`src/rtl/pll_seq_pkg.sv`:
```
// pll_seq_pkg: shared state encoding, widths and helpers for the PLL reset sequencer.
package pll_seq_pkg;
    typedef enum logic [1:0] {
        RESET_PLL = 2'd0,
        WAIT_LOCK = 2'd1,
        STABLE    = 2'd2,
        RUN       = 2'd3
    } pll_state_t;

    localparam int STAT_W = 8;

    function automatic int max3(input int a, input int b, input int c);
        return (a > b) ? ((a > c) ? a : c) : ((b > c) ? b : c);
    endfunction
endpackage

```
`src/rtl/sync_ff2.sv`:
```
// sync_ff2: two-flop synchronizer for a single asynchronous bit, async active-low reset to 0.
module sync_ff2 (
    input  logic clk,
    input  logic rst_n,
    input  logic d,
    output logic q
);
    logic meta;

    always_ff @(posedge clk or negedge rst_n)
        if (!rst_n) begin
            meta <= 1'b0;
            q    <= 1'b0;
        end else begin
            meta <= d;
            q    <= meta;
        end
endmodule

```
`src/rtl/pll_lock_reset_seq.sv`:
```
// pll_lock_reset_seq: sequences PLL reset and releases user reset once lock has been stable.
module pll_lock_reset_seq
    import pll_seq_pkg::*;
#(
    parameter int PLL_RST_CYCLES = 16,
    parameter int LOCK_TIMEOUT   = 24000,
    parameter int STABLE_CYCLES  = 2400,
    parameter int CNT_W          = $clog2(max3(PLL_RST_CYCLES, LOCK_TIMEOUT, STABLE_CYCLES)) + 1
) (
    input  logic              sys_clk,
    input  logic              sys_rst_n,
    input  logic              pll_lock,
    input  logic              sw_restart,
    output logic              pll_reset,
    output logic              user_rst_n,
    output logic              ready,
    output logic [STAT_W-1:0] lock_lost_cnt,
    output logic [STAT_W-1:0] timeout_cnt
);
    // The counter clears to 0 and counts down, so N elapsed cycles reads as -N.
    localparam logic [CNT_W-1:0] RST_END = CNT_W'(-(PLL_RST_CYCLES - 1));
    localparam logic [CNT_W-1:0] TMO_END = CNT_W'(-(LOCK_TIMEOUT - 1));
    localparam logic [CNT_W-1:0] STB_END = CNT_W'(-(STABLE_CYCLES - 1));

    pll_state_t       state, state_next;
    logic [CNT_W-1:0] cnt;
    logic             lock_s, lost_inc, tmo_inc, pll_reset_next, run_next;

    sync_ff2 u_lock_sync (
        .clk   (sys_clk),
        .rst_n (sys_rst_n),
        .d     (pll_lock),
        .q     (lock_s)
    );

    always_ff @(posedge sys_clk or negedge sys_rst_n)
        if (!sys_rst_n) state <= RESET_PLL;
        else            state <= state_next;

    always_comb begin
        state_next = state;
        case (state)
            RESET_PLL: state_next = (cnt == RST_END) ? WAIT_LOCK : RESET_PLL;
            WAIT_LOCK: state_next = lock_s ? STABLE : (cnt == TMO_END) ? RESET_PLL : WAIT_LOCK;
            STABLE:    state_next = !lock_s ? WAIT_LOCK : (cnt == STB_END) ? RUN : STABLE;
            RUN:       state_next = lock_s ? RUN : WAIT_LOCK;
            default:   state_next = RESET_PLL;
        endcase
        if (sw_restart) state_next = RESET_PLL;
    end

    always_comb begin
        pll_reset_next = (state_next == RESET_PLL);
        run_next       = (state_next == RUN);
        tmo_inc        = !sw_restart && state == WAIT_LOCK && !lock_s && cnt == TMO_END;
        lost_inc       = !sw_restart && state == RUN && !lock_s;
    end

    always_ff @(posedge sys_clk or negedge sys_rst_n)
        if (!sys_rst_n) begin
            cnt           <= '0;
            pll_reset     <= 1'b1;
            user_rst_n    <= 1'b0;
            ready         <= 1'b0;
            lock_lost_cnt <= '0;
            timeout_cnt   <= '0;
        end else begin
            cnt        <= (sw_restart || state_next != state) ? '0 : cnt - CNT_W'(1);
            pll_reset  <= pll_reset_next;
            user_rst_n <= run_next;
            ready      <= run_next;
            if (lost_inc && lock_lost_cnt != '1) lock_lost_cnt <= lock_lost_cnt + STAT_W'(1);
            if (tmo_inc && timeout_cnt != '1) timeout_cnt <= timeout_cnt + STAT_W'(1);
        end
endmodule

```
`config.mk`:
```
export PLATFORM = sky130hd
export DESIGN_NAME = pll_lock_reset_seq
export DESIGN_NICKNAME = d
export VERILOG_FILES = /design/src/rtl/pll_seq_pkg.sv /design/src/rtl/sync_ff2.sv /design/src/rtl/pll_lock_reset_seq.sv
export SDC_FILE = /design/constraint.sdc
export NUM_CORES = 1
export LEC_CHECK = 0
export CAP_MARGIN = 10
export CORE_UTILIZATION = 59
export DETAILED_ROUTE_END_ITERATION = 12
export PLACE_DENSITY = 0.84
export SLEW_MARGIN = 20
export SYNTH_ARGS = -nofsm -noshare
export SYNTH_HDL_FRONTEND = slang
export SYNTH_SLANG_ARGS = --single-unit
```
`constraint.sdc`:
```
create_clock -name sys_clk -period 3.25 [get_ports sys_clk]
set_clock_uncertainty 0.1 [all_clocks]
set_input_delay 0.65 -clock sys_clk [delete_from_list [all_inputs] [get_ports sys_clk]]
set_output_delay 0.65 -clock sys_clk [all_outputs]
set_load 0.02 [all_outputs]
```
Word-level counts from Yosys, hierarchy flattened
Cells that the tools add are included.
{"block": "word_totals", "latch_bits": 0, "rom_bits": 0, "out_inout_bits": 19, "ram_bits": 0, "memories": 0, "ff_bits": 38, "elab_cells": 42}
{"block": "classes", "mux": 9, "n_eq_ne": 10, "n_shift": 0, "mul": 0, "n_reduce_logical": 12, "n_lt_le_gt_ge": 0, "n_div": 0, "addsub": 3, "bitwise": 0}
{"op": "$eq 16x16->1 const B", "n": 3}
{"op": "$add 8x1->8 const B", "n": 2}
{"op": "$mux 16", "n": 1}
{"op": "$ne 8x8->1 const B", "n": 2}
{"op": "$sub 16x1->16 const B", "n": 1}
{"op": "$mux 2", "n": 4}
{"op": "$pmux 2 s4", "n": 1}
{"op": "$logic_and 1x1->1", "n": 7}
{"op": "$eq 2x2->1 const B", "n": 3}
{"op": "$logic_not 2->1", "n": 2}
{"op": "$mux 1", "n": 3}
{"op": "$eq 2x1->1 const B", "n": 1}
{"op": "$logic_not 1->1", "n": 2}
{"op": "$ne 2x2->1", "n": 1}
{"op": "$logic_or 1x1->1", "n": 1}

Longest topological paths before layout
Gate-level depths: netlist (run 1).
{"block": "logic_depth", "ltp_word": 8, "depth_mapped": 7, "ltp_nobuf": 6}

By module
Synthesis (run 1) repeated with hierarchy kept, for this count alone.
{"block": "unflattened", "cells_unflattened": 181, "area_unflattened_um2": 1939.4}
{"module": "pll_lock_reset_seq", "seq_area_each_um2": 902.1, "cells_each": 179, "instances": 1, "area_per_inst_um2": 1889.3}
{"module": "sync_ff2", "seq_area_each_um2": 50.0, "cells_each": 2, "instances": 1, "area_per_inst_um2": 50.0}

Least setup slack after synthesis (run 1)
No wires, ideal clock.
{"block": "synth_timing", "kind": "input port to flip-flop", "startpoint": "input sw_restart", "endpoint": "register timeout_cnt[1]", "n_path_buf": 0, "arrival_ns": 1.722, "path_stages": 4, "required_ns": 3.022, "setup_ns": 0.128, "slack_ns": 1.300, "path_cell_list": "nor4b_2 -> o21ai_1 -> nor2_1 -> mux2_1"}
{"block": "synth_between", "elab_chain_cells": 5}
{"item": "start: declaration", "line": "pll_lock_reset_seq.sv:13", "rtl": "input logic sw_restart,"}
{"item": "$logic_not 1->1", "line": "pll_lock_reset_seq.sv:55", "rtl": "tmo_inc = !sw_restart && state == WAIT_LOCK && !lock_s && cnt == TMO_END;"}
{"item": "$logic_and 1x1->1 (3 in series)", "line": "pll_lock_reset_seq.sv:55"}
{"item": "$logic_and 1x1->1", "line": "pll_lock_reset_seq.sv:73", "rtl": "if (tmo_inc && timeout_cnt != '1) timeout_cnt <= timeout_cnt + STAT_W'(1);"}
{"item": "end signal: assignment", "line": "pll_lock_reset_seq.sv:73"}
{"item": "end: declaration", "line": "pll_lock_reset_seq.sv:18", "rtl": "output logic [STAT_W-1:0] timeout_cnt"}
Every way passes these cells.
A chain may end at the register's enable or synchronous reset.

Worst setup path after layout (run 1)
Same ends and word-level chain as after synthesis.

==> run_results.csv, run 1 <==
group,metric,value,unit
setup_path,endpoint_kind,"flop",
cells_and_area,drive_gt1_share,8.87,%
drt,drc,0,
logic_synthesis,yosys_warnings,0,
floorplan,start_util,63.0,%
drt,vias,1420,
setup_path,path_cells,"clkdlybuf4s50_1 > nor4b_2 > o21ai_1 > nor2_1 > mux2_1",
clocking,cts_setup_buffers,0,
drt,via_per_inst,5.75,
global_route,grt_pass1_vias,1365,
hold_path,hold-path-endpoint,"u_lock_sync.q",
run,maxCapViolCount,0,
placement,place_congestion,0.815,
logic_synthesis,synth_top_area_share,47.7,%
sta,fin_crit,2.36,ns
placement,port_buffers,22,
drt,drt-initial-drc-count,45,
global_route,grt_pass1_wl,6040,microns
global_route,global_route.overflow_total,0,
sta,fin_tns_setup,0,ns
logic_synthesis,synth_area_per_cell,10.8,sq um
hold_path,min_from,"u_lock_sync.meta",
setup_path,cp-start-kind,"input port",
clocking,clock-sinks,38,
floorplan,boundaryPins,23,
drt,wl_per_cell,14.8,microns
global_route,antenna_found_initial,0,
setup_path,required,3.38,ns
cells_and_area,fin_nets,210,
clocking,cts_buffers,5,
power,leakagePower,0.000991,uW
global_route,track_usage,23.5,%
sta,setup_violations,0,
drt,finalWirelength,3650,microns
clocking,cts_hold_buffers,0,
logic_synthesis,ys_ff_latch,38,
logic_synthesis,synthFlopType,"dfrtp_1",
logic_synthesis,synth_edf_count,0,
sta,rsz0062_at_grt,"no",
setup_path,slowest_stage,"clkdlybuf4s50_1",
logic_synthesis,ys_seq_area_share,49.1,%
clocking,cts_max_level,2,
logic_synthesis,synth_area_leaders,"dfrtp_1 48%, xor2_1 7.2%, xnor2_1 5.0%",
setup_path,r2r-end,"cnt[6]",
drt,antenna_left,0,
sta,report.final.slew_viol_count,0,
setup_path,cp_max_fo,7,
placement,placed_area,0.00218,sq mm
clocking,cts_root_buffer,"clkbuf_4",
floorplan,core,0.00308,sq mm
sta,fmax,424,MHz
logic_synthesis,postSynthCellCount,180,
cells_and_area,area_growth,15.6,%
placement,dp_hpwl,2610,microns
cells_and_area,diodes,0,
floorplan,dieWidth,59.4,microns
sta,hold-worst-slack,0.260,ns
setup_path,worstSetupPathType,"input port to flop",
clocking,cts_resized,0,
sta,worst_pin_slew,0.657,ns
clocking,tritoncts,"built",
logic_synthesis,synthArstFlopShare,100,%
floorplan,die-area,0.00352,sq mm
logic_synthesis,synth_nets,188,
logic_synthesis,yosysTopAreaCell,"dfrtp_1",
setup_path,slowest_delay,0.52,ns
global_route,grt_max_degree,39,
outcome,status,"finished clean",
sta,post-route-period-util,72.5,%
clocking,cts_max_path_buffers,2,
sta,finalHoldViolCount,0,
power,power_density,533,mW/mm^2
setup_path,reg2reg_depth,4,
clocking,clk_latency,0.34,ns
clocking,cts.clk_slew.worst_paths,0.11,ns
logic_synthesis,synth_cell_type_count,40,
logic_synthesis,syn_area,0.00194,sq mm
floorplan,die_y,59.4,microns
hold_path,worstHoldPathType,"flop to flop",
hold_path,hold_depth,0,
logic_synthesis,synth.most_common_cell,"dfrtp_1",
placement,dp.cells,239,
logic_synthesis,synthTopCellsByCount,"37 x dfrtp_1, 19 x a21oi_1, 16 x xor2_1",
sta,maxSlewHeadroom,56.2,%
drt,drtPass1Iterations,4,
cells_and_area,design_area,0.00224,sq mm
power,ir_drop,0.374,mV
cells_and_area,postLayoutCoreUtil,72.9,%
setup_path,cp.arrival,2.48,ns
setup_path,r2r_setup_slack,1.06,ns
setup_path,r2r-start,"cnt[4]",
floorplan,rows,20,
cells_and_area,final_cells,247,
## worst max path at each step
stage          slack, ns              to        from  cells past startpoint
2_1_floorplan       1.30  timeout_cnt[1]  sw_restart                      4
3_3_place_gp        0.67  timeout_cnt[1]  sw_restart                      5
3_5_place_dp        0.56  timeout_cnt[1]  sw_restart                      5
4_1_cts             0.91  timeout_cnt[1]  sw_restart                      5
5_1_grt             0.78  timeout_cnt[1]  sw_restart                      5
6_report            0.89  timeout_cnt[1]  sw_restart                      5
## metrics by stage
| step | setup WS (ns) | power, uW |
|---|---|---|
| floorplan | 1.30 | 875 |
| global placement | 0.674 | 926 |
| detailed placement | 0.564 | 947 |
| CTS | 0.905 | 1200 |
| global route | 0.780 | 1270 |
| finish | 0.893 | 1200 |
## critical path, delay by kind of cell
kind                   cells  cell delay (ns)
and+or+nand+nor            2             0.69
buffers and inverters      1             0.52
muxes                      1             0.34
AOI/OAI and AO/OA          1             0.28
## layer usage
layer	up-vias	track usage, %	share of wire, %
met5	-	0	0
met4	0	10.2	1.3
met3	4	6.11	3.5
met2	29	39.2	52
met1	697	28.7	43
li1	690	-	-
## layout by cell type, fill, tap and decap left out, types with 8 or more instances in the layout
master,netlist,routed
xor2_1,16,16
nand3_1,9,9
nand2_1,8,8
nor4_1,8,8
clkdlybuf4s50_1,0,22
nor2_1,9,9
a21oi_1,19,19
nor3_1,9,9
xnor2_1,11,11
dfrtp_1,37,37
## cell type report
cell class	instances	area, sq um
sequential	38	952
multi-input combinational	130	933
fill	236	835
timing repair buffer	23	228
clock buffer	7	55.1
tap	44	55.1
inverter	4	15.0
clock inverter	1	5.00
## cells by family after synthesis
| logic type | after synthesis | share of synthesized area [%] |
|---|---|---|
| multiplexers | 2 | 1.16 |
| AND/OR/NAND/NOR | 71 | 23.8 |
| XOR/XNOR | 27 | 12.2 |
| adder cells (fa/ha/maj) | 4 | 2.58 |
| buffers and inverters | 12 | 2.84 |
| flip-flops | 38 | 49.1 |
| AO/OA/AOI/OAI | 26 | 8.38 |
## flip-flops by register name, summed over array words and instances (netlist names)
| signal | flops |
|---|---|
| state | 2 |
| timeout_cnt | 8 |
| u_lock_sync.q | 1 |
| cnt | 16 |
| u_lock_sync.meta | 1 |
| ready | 1 |
| pll_reset | 1 |
| lock_lost_cnt | 8 |
## power by group
group / total [uW] / switching [uW] / internal [uW]
Sequential: 629 / 99.6 / 529
Clock: 253 / 148 / 105
Combinational: 313 / 164 / 150
(Power assumes the default switching activity.)
==> run 2, diff against run 1 <==
Settings changed: CORE_UTILIZATION 59 to 55, PLACE_DENSITY 0.84 to 0.79.
Clock period 3.25 ns to 2.2 ns, I/O delays scaled along.
==> run 2 against run 1 <==
Net effect:
- worst hold slack gained 0.0034 ns
- clock power is 140% higher
- combinational power rose by 56%
- largest cell class unchanged
==> run_results.csv, run 2 (same netlist as run 1, synthesis figures left out) <==
group,metric,value,unit
outcome,status,"finished clean",
drt,antenna_left,0,
hold_path,min_from,"u_lock_sync.meta",
cells_and_area,final_cell_mix,"37 x dfrtp_1, 22 x clkdlybuf4s50_1, 19 x a21oi_1",
floorplan,rows,21,
drt,wl_per_cell,15.0,microns
floorplan,start_util,57.7,%
placement,place_congestion,0.847,
sta,fin_tns_setup,0,ns
placement,dp_slack,0.0460,ns
setup_path,reg2reg_depth,6,
clocking,cts_hold_buffers,0,
clocking,cts_buffers,5,
setup_path,endpoint_kind,"flop",
placement,dp.cells,248,
clocking,tritoncts,"built",
sta,setup_violations,0,
hold_path,hold_depth,0,
global_route,grt_pass1_vias,1471,
sta,finalHoldViolCount,0,
drt,drt-initial-drc-count,73,
clocking,cts_resized,0,
placement,placed_area,0.00224,sq mm
floorplan,die_y,61.4,microns
global_route,grt_pass1_wl,6520,microns
cells_and_area,nFillCells,272,
cells_and_area,drive_gt1_share,12.8,%
cells_and_area,final_common_cell,"dfrtp_1",
setup_path,slowest_stage,"or4b_4",
sta,hold-worst-slack,0.263,ns
clocking,cts.clk_slew.worst_paths,0.12,ns
global_route,global_route.overflow_total,0,
power,share_seq_of_total_power,45.8,%
global_route,antenna_found_initial,0,
clocking,clock-sinks,38,
power,p_int,1400,uW
power,leakagePower,0.00106,uW
setup_path,worstSetupPathType,"flop to flop",
clocking,cts_max_level,2,
power,clkPwrFrac,30.1,%
drt,drc,0,
power,switching_power,622,uW
power,sw_frac_of_total,30.7,%
power,ir_drop,0.738,mV
sta,report.final.slew_viol_count,0,
sta,post-route-period-util,94.3,%
clocking,cts_root_buffer,"clkbuf_4",
cells_and_area,design_area,0.00237,sq mm
cells_and_area,final_cells,257,
global_route,track_usage,23.9,%
cells_and_area,diodes,0,
setup_path,path_cells,"inv_1 > ha_1 > or4b_4 > nor4_1 > xnor2_1 > a21oi_1",
floorplan,core,0.00336,sq mm
sta,worst_pin_slew,0.516,ns
drt,via_per_inst,5.78,
setup_path,required,2.32,ns
drt,drtPass1Iterations,4,
power,power_density,854,mW/mm^2
global_route,grt_max_degree,39,
drt,vias,1485,
power,power.share.combinational,24.1,%
sta,fin_ws,0.126,ns
cells_and_area,largest_register,"cnt",
setup_path,cp_max_fo,6,
placement,dp_hpwl,2670,microns
sta,rsz0062_at_grt,"no",
floorplan,die-area,0.00377,sq mm
sta,fmax,482,MHz
setup_path,cp.arrival,2.20,ns
sta,fin_crit,2.07,ns
cells_and_area,fin_nets,218,
setup_path,cp-start-kind,"flop",
drt,finalWirelength,3850,microns
floorplan,dieWidth,61.4,microns
clocking,clk_latency,0.34,ns
setup_path,r2r-start,"cnt[0]",
clocking,cts_max_path_buffers,2,
hold_path,worstHoldPathType,"flop to flop",
setup_path,cp-startpoint,"cnt[0]",
setup_path,slowest_delay,0.53,ns
sta,maxSlewHeadroom,65.3,%
cells_and_area,top_regs,"cnt x16, lock_lost_cnt x8, timeout_cnt x8",
placement,port_buffers,22,
cells_and_area,area_growth,22.1,%
cells_and_area,largest_reg_flops,16,
floorplan,boundaryPins,23,
run,maxCapViolCount,0,
==> run 2: cell count changes in the layout (fill, tap and decap cells not counted) <==
cell       delta
clkinv_2      -1
clkbuf_1      -1
buf_4         +7
buf_12        +1
bufinv_16     +2
==> run 2: power groups by stage <==
stage	clock network, uW	registers, uW	logic [uW]
floorplan	0	873	421
global placement	0	932	452
detailed placement	0	936	473
CTS	624	925	483
global route	659	942	541
finish	610	928	487
==> run 2: per-stage QoR <==
stage	total power, uW	utilization, %
6_report	2020	70.5
5_1_grt	2140	70.5
4_1_cts	2030	69.9
3_5_place_dp	1410	66.6
3_3_place_gp	1380	66.6
2_1_floorplan	1290	-
==> run 2: final timing paths <==
path,to,slack (ns)
max in group asynchronous,pll_reset,1.24
setup reg to reg,cnt[12],0.13
setup / recovery,cnt[12],0.13
hold / removal,u_lock_sync.q,0.26
hold reg to reg,u_lock_sync.q,0.26
min in group asynchronous,timeout_cnt[4],0.42
==> run 2: repair_timing <==
item                                    4_1_cts  5_1_grt
endpoints found under the setup margin        0       14
hold endpoints to repair                      0        0
buffers inserted                              0        1
==> run 2: worst max-delay path, delay by kind of cell (launching register included) <==
family                     cells  cell delay, ns
and+or+nand+nor                2            0.87
adders and majority gates      1            0.23
AOI/OAI and AO/OA              1            0.06
buffers and inverters          1            0.08
DFF                            1            0.45
xor gates and xnor gates       1            0.16
==> run 2: layout make-up <==
cell class                      count  area [sq um]  share of cell area (%)
Timing Repair Buffer               31           300                    12.7
Multi-Input combinational cell    130           933                    39.4
Tap cell                           46          57.6                    2.43
Clock buffer                        6          51.3                    2.16
Clock inverter                      2          60.1                    2.53
Inverter                            4          15.0                   0.634
Sequential cell                    38           952                    40.2
==> run 2: per-layer routing <==
layer / track usage [%] / routed length, microns / vias up
li1: - / - / 708
met1: 28.9 / 1590 / 737
met2: 41.6 / 2090 / 30
met3: 5.88 / 98 / 10
met4: 8.25 / 74 / 0
met5: 0 / 0 / -
